[config.mk]
export PLATFORM = sky130hd
export DESIGN_NAME = int_ctrl
export DESIGN_NICKNAME = d
export VERILOG_FILES = /design/src/rtl/int_ctrl.sv
export SDC_FILE = /design/constraint.sdc
export NUM_CORES = 1
export LEC_CHECK = 0
export ABC_AREA = 0
export CAP_MARGIN = 10
export CORE_UTILIZATION = 50
export DETAILED_ROUTE_END_ITERATION = 8
export PLACE_DENSITY = 0.91
export SLEW_MARGIN = 10
export SYNTH_ARGS = -nofsm -noshare
export SYNTH_HDL_FRONTEND = slang
export SYNTH_SLANG_ARGS = --single-unit
[constraint.sdc]
create_clock -name clk -period 5.2 [get_ports clk]
set_input_delay 0.78 -clock clk [delete_from_list [all_inputs] [get_ports clk]]
set_output_delay 0.78 -clock clk [all_outputs]
set_load 0.1 [all_outputs]
[src/rtl/int_ctrl.sv]
// int_ctrl: interrupt controller driving the core's INT input.
// Rising edges on irq_in are latched into a pending register. A software mask
// blocks individual sources. The lowest-index pending, unmasked source is
// offered to the core, which completes a req/ack/done handshake for it.
// Optional feature macro: INT_ACK_TIMEOUT_EN. When it is defined, a request
// that is not acknowledged within ACK_TIMEOUT cycles is withdrawn and arbitrated
// again.
module int_ctrl #(
    parameter int NSRC        = 8,
    parameter int IDW         = 3,
    parameter int ACK_TIMEOUT = 16
) (
    input  logic            clk,
    input  logic            rst,
    input  logic [NSRC-1:0] irq_in,
    input  logic            mask_we,
    input  logic [NSRC-1:0] mask_din,
    input  logic            int_ack,
    input  logic            int_done,
    output logic            INT,
    output logic [IDW-1:0]  int_id,
    output logic [NSRC-1:0] pending,
    output logic            busy
);

    // Reject configurations that cannot be encoded or cannot time out.
    if ((1 << IDW) < NSRC) begin : g_bad_idw
        $error("int_ctrl: IDW too small for NSRC");
    end
    if (ACK_TIMEOUT < 1) begin : g_bad_timeout
        $error("int_ctrl: ACK_TIMEOUT must be at least 1");
    end

    typedef enum logic [1:0] {
        ST_IDLE    = 2'd0,
        ST_REQ     = 2'd1,
        ST_SERVICE = 2'd2
    } state_t;

    state_t          state_r;
    logic [NSRC-1:0] irq_q_r;
    logic [NSRC-1:0] mask_r;
    logic [NSRC-1:0] pending_r;
    logic            int_r;
    logic [IDW-1:0]  int_id_r;
    logic            busy_r;

    logic [NSRC-1:0] edge_s;
    logic [NSRC-1:0] clr_s;
    logic [NSRC-1:0] eligible_s;
    logic [IDW-1:0]  win_id_s;
    logic            win_valid_s;

`ifdef INT_ACK_TIMEOUT_EN
    localparam int CNTW = $clog2(ACK_TIMEOUT + 1);
    logic [CNTW-1:0] tmo_cnt_r;
`endif

    // Index of the lowest set bit; index 0 carries the highest priority.
    function automatic logic [IDW-1:0] lowest_idx(input logic [NSRC-1:0] v);
        logic [IDW-1:0] idx;
        idx = {IDW{1'b0}};
        for (int i = NSRC - 1; i >= 0; i--) begin
            if (v[i]) begin
                idx = IDW'(i);
            end else begin
                idx = idx;
            end
        end
        return idx;
    endfunction

    // Edge detection, pending clear on acknowledge, and arbitration.
    always_comb begin
        edge_s      = irq_in & ~irq_q_r;
        eligible_s  = pending_r & ~mask_r;
        win_valid_s = |eligible_s;
        win_id_s    = lowest_idx(eligible_s);
        if ((state_r == ST_REQ) && int_ack) begin
            clr_s = {{(NSRC-1){1'b0}}, 1'b1} << int_id_r;
        end else begin
            clr_s = {NSRC{1'b0}};
        end
    end

    // Input history for edge detection. The mask register takes effect on the
    // cycle after the write.
    always_ff @(posedge clk or negedge rst) begin
        if (!rst) begin
            irq_q_r <= {NSRC{1'b0}};
            mask_r  <= {NSRC{1'b0}};
        end else begin
            irq_q_r <= irq_in;
            if (mask_we) begin
                mask_r <= mask_din;
            end else begin
                mask_r <= mask_r;
            end
        end
    end

    // Pending events. A new edge overrides a clear of the same bit, so no event
    // is lost.
    always_ff @(posedge clk or negedge rst) begin
        if (!rst) begin
            pending_r <= {NSRC{1'b0}};
        end else begin
            pending_r <= (pending_r & ~clr_s) | edge_s;
        end
    end

    // Handshake FSM with registered INT, int_id and busy.
    always_ff @(posedge clk or negedge rst) begin
        if (!rst) begin
            state_r   <= ST_IDLE;
            int_r     <= 1'b0;
            int_id_r  <= {IDW{1'b0}};
            busy_r    <= 1'b0;
`ifdef INT_ACK_TIMEOUT_EN
            tmo_cnt_r <= {CNTW{1'b0}};
`endif
        end else begin
            case (state_r)
                ST_IDLE: begin
                    if (win_valid_s) begin
                        int_id_r  <= win_id_s;
                        int_r     <= 1'b1;
                        state_r   <= ST_REQ;
`ifdef INT_ACK_TIMEOUT_EN
                        tmo_cnt_r <= {CNTW{1'b0}};
`endif
                    end else begin
                        int_r   <= 1'b0;
                        state_r <= ST_IDLE;
                    end
                end
                ST_REQ: begin
                    if (int_ack) begin
                        int_r   <= 1'b0;
                        busy_r  <= 1'b1;
                        state_r <= ST_SERVICE;
`ifdef INT_ACK_TIMEOUT_EN
                    end else if (tmo_cnt_r == CNTW'(ACK_TIMEOUT - 1)) begin
                        // Withdraw the request; its pending bit stays set, so
                        // it is arbitrated again from IDLE.
                        int_r     <= 1'b0;
                        state_r   <= ST_IDLE;
                        tmo_cnt_r <= {CNTW{1'b0}};
                    end else begin
                        int_r     <= 1'b1;
                        tmo_cnt_r <= tmo_cnt_r + {{(CNTW-1){1'b0}}, 1'b1};
                    end
`else
                    end else begin
                        int_r <= 1'b1;
                    end
`endif
                end
                ST_SERVICE: begin
                    int_r <= 1'b0;
                    if (int_done) begin
                        busy_r  <= 1'b0;
                        state_r <= ST_IDLE;
                    end else begin
                        busy_r  <= 1'b1;
                    end
                end
                default: begin
                    state_r  <= ST_IDLE;
                    int_r    <= 1'b0;
                    busy_r   <= 1'b0;
                end
            endcase
        end
    end

    assign INT     = int_r;
    assign int_id  = int_id_r;
    assign pending = pending_r;
    assign busy    = busy_r;

endmodule
==> out/summary.json <==
{
  "cts": {
    "cts.sinks": 31,
    "postCtsResizedCells": 0,
    "cts.htree.levels": 2,
    "post_cts_hold_buffer_count": 0,
    "clk-insertion-delay-late_ns": 0.34,
    "clock_tree.buffer_depth": 2,
    "clkSlewWorstSetupHoldPaths_ns": 0.10,
    "clockRootBuffer": "clkbuf_4",
    "cts_made_buffers": 5,
    "tritoncts": "built",
    "post_cts.repair.setup_buffers": 0
  },
  "grt": {
    "pin_count_of_the_biggest_net_entering_global_routing": 32,
    "grt_use_total": 0.2224,
    "grt_remaining_overflow": 0,
    "first_global_vias": 946,
    "antenna_violations_before_repair": 0,
    "first_pass_grt_wire_length_mm": 4.222
  },
  "setup_path": {
    "crit_type": "register to output port",
    "startpoint_type": "register",
    "worst_ep_arrival_time_ns": 1.98,
    "worstSetupEndpointType": "output port",
    "cp_slowest_cell": "clkdlybuf4s50_1",
    "path_max_fanout": 7,
    "critical_path_buf_inv_count": 1,
    "timing.critical_path.max_delay_family": "buffers and inverters",
    "critical_path.max_stage_delay_ns": 1.18,
    "worst_ep_required_time_ns": 4.42,
    "path_cells": "clkdlybuf4s50_1",
    "worst-r2r-setup-slack_ns": 3.42
  },
  "sta": {
    "final.setup.tns_ns": 0,
    "setup_slack_after_layout_ns": 2.444,
    "slew_headroom": 0.3313,
    "fin_worst_skew_ns": 0.007848,
    "finalSetupViolCount": 0,
    "setup_repair_after_global_routing_missed_its_margin": "no",
    "finalHoldViolCount": 0,
    "final-max-slew-violation-count": 0,
    "final_min_period_over_clock_period": 0.5299,
    "finalWorstPathRequiredPeriod_ns": 2.756,
    "worst-slew-pin-transition_ns": 1.000,
    "clock.fmax_mhz": 362.9
  },
  "yosys": {
    "syn_nets": 138,
    "postSynthAreaPerCell_um2": 11.70,
    "ys_warns": 0,
    "synth.yosys.seq_area_share": 0.5866,
    "flip_flop_and_latch_count_after_synthesis": 31,
    "post_synth_inst_count": 113,
    "post_synthesis_instance_area_um2": 1323,
    "yosys.cell_types.count": 26
  },
  "placement": {
    "numPortBuffers": 33,
    "detailedPlace.worstSlack_ns": 2.810,
    "dp_hpwl_mm": 2.029,
    "gp_congestion": 0.7796
  },
  "die": {
    "start_util": 0.5338,
    "io-pin-count": 34,
    "placement_rows": 18,
    "die_span_in_x_um": 53.43,
    "core_um2": 2477,
    "floorplan.die.height_um": 53.43,
    "die_area_um2": 2855
  },
  "routing": {
    "first_pass_iters": 4,
    "detail_route.wl_per_cell_um": 14.80,
    "post_route_drc_violation_count": 0,
    "vias_per_cell": 5.326,
    "postRouteAntennaNets": 0,
    "initialDrtViolationCount": 21,
    "routed-via-count": 980,
    "drt-total-wl_mm": 2.724
  },
  "power": {
    "design_power_total_mw": 1.036,
    "peakVddDrop_uv": 464.6,
    "pwr-share-seq": 0.326,
    "internal_power_mw": 0.5481,
    "combinationalPowerShare": 0.485,
    "power_switching_mw": 0.4876,
    "power_density_nw_per_um2": 581.7,
    "power.leakage_nw": 0.7705,
    "netSwitchingFraction": 0.4708,
    "share_clk_of_total_power": 0.189
  },
  "cells_and_area": {
    "final_core_utilization": 0.7187,
    "finish.net_count": 178,
    "antennaDiodeCount": 0,
    "layout.area.seq_um2": 775.7,
    "n_fill_cell": 182,
    "final_layout_size_suffix_gt1_frac": 0.09091,
    "syn2layout_area_growth_pct": 34.63,
    "multi_input_combinational_cell_area_um2": 498.0
  },
  "hold_path": {
    "hold_class": "register to register"
  },
  "run_status": {
    "run_status": "complete, no violations"
  },
  "flow_run": {
    "number_of_max_cap_violations": 0
  }
}
## through the flow
step	cell area (µm²)	instances	hold slack, ns
CTS	1780	184	0.4164
floorplan	1323	113	0.3919
detailed placement	1694	176	0.3971
global placement	1694	176	0.3948
global route	1780	184	0.4247
finish	1780	184	0.4136
## cell type report
| class | count | share of cell area |
|---|---|---|
| Timing Repair Buffer | 34 | 0.1897 |
| Tap cell | 30 | 0.02108 |
| Multi-Input combinational cell | 69 | 0.2797 |
| Sequential cell | 31 | 0.4357 |
| Clock buffer | 6 | 0.02881 |
| Clock inverter | 2 | 0.01968 |
| Inverter | 12 | 0.02530 |
## worst register-to-register path, cell delays in order (launching register included)
cell and delay, ns:
dfrtp_1 0.43, nor2b_4 0.15, or4b_4 0.55, o21ai_2 0.21, mux2_1 0.34
## path summary, 6_finish.rpt
kind	endpoint	cells past startpoint	from
max	int_id[1]	1	int_id[1]
min in group asynchronous	pending[7]	2	rst
max in group asynchronous	mask_r[1]	2	rst
min reg2reg	pending[7]	1	irq_q_r[7]
min	pending[7]	1	irq_q_r[7]
max reg2reg	int_id[0]	4	pending[5]
## synthesized netlist by cell type
cell | count | area (µm²)
and3_1 | 1 | 6.260
nor2b_4 | 1 | 13.76
nor2b_1 | 6 | 37.54
o21ai_0 | 1 | 5.000
o31ai_1 | 2 | 15.01
nor2_1 | 2 | 7.510
dfrtp_1 | 31 | 775.7
mux2i_1 | 1 | 10.01
ha_1 | 4 | 50.05
nand4b_1 | 1 | 8.760
nand2_1 | 2 | 7.510
clkbuf_1 | 1 | 3.750
or4b_4 | 1 | 13.76
nand2b_1 | 6 | 37.54
nand3_1 | 1 | 5.000
mux2_1 | 10 | 112.6
o211ai_1 | 1 | 7.510
a21oi_1 | 8 | 40.04
or4_4 | 1 | 11.26
o21ai_1 | 16 | 80.08
nand3b_1 | 1 | 7.510
o22ai_1 | 1 | 6.260
o21ai_2 | 1 | 8.760
inv_2 | 1 | 3.750
or3_1 | 1 | 6.260
inv_1 | 11 | 41.29
## metal layers
layer  global-route usage  wire length [µm]  part of all wire  vias to the layer above
met5                    0                 0                 0                        -
met4              0.09211                39             0.014                        0
met3              0.07471               139             0.051                        5
met2               0.3688              1418              0.52                       31
met1               0.2603              1126              0.41                      473
li1                     -                 -                 -                      471
## power by group through the flow
stage | Clock, mW | Combinational [mW] | Sequential [mW]
finish | 0.196 | 0.502 | 0.338
global placement | 0 | 0.492 | 0.337
detailed placement | 0 | 0.502 | 0.342
global route | 0.207 | 0.529 | 0.343
floorplan | 0 | 0.142 | 0.567
CTS | 0.201 | 0.506 | 0.337
## logic make-up (layout without fill, tap and decap cells)
group / Yosys count / in the layout / share of synthesized area
fa+ha+maj: 4 / 4 / 0.03784
mux: 11 / 11 / 0.09272
simple gates: 24 / 24 / 0.1230
compound gates: 30 / 30 / 0.1230
flops: 31 / 31 / 0.5866
buf+inv: 13 / 54 / 0.03689
## cells in the final DEF, fill, tap and decap left out, types with 2 or more instances in the layout
cell type	instances
nand2_1	2
clkdlybuf4s50_1	33
inv_1	11
nor2_1	2
dfrtp_1	31
o21ai_1	16
ha_1	4
nor2b_1	6
o31ai_1	2
mux2_1	10
clkbuf_4	5
nand2b_1	6
a21oi_1	8
## flip-flops by register name (all words and copies together) (netlist names)
name / count
int_id: 3
mask_r: 8
pending: 8
irq_q_r: 8
state_r: 2
busy: 1
INT: 1
Power figures use the tool's default switching activity.
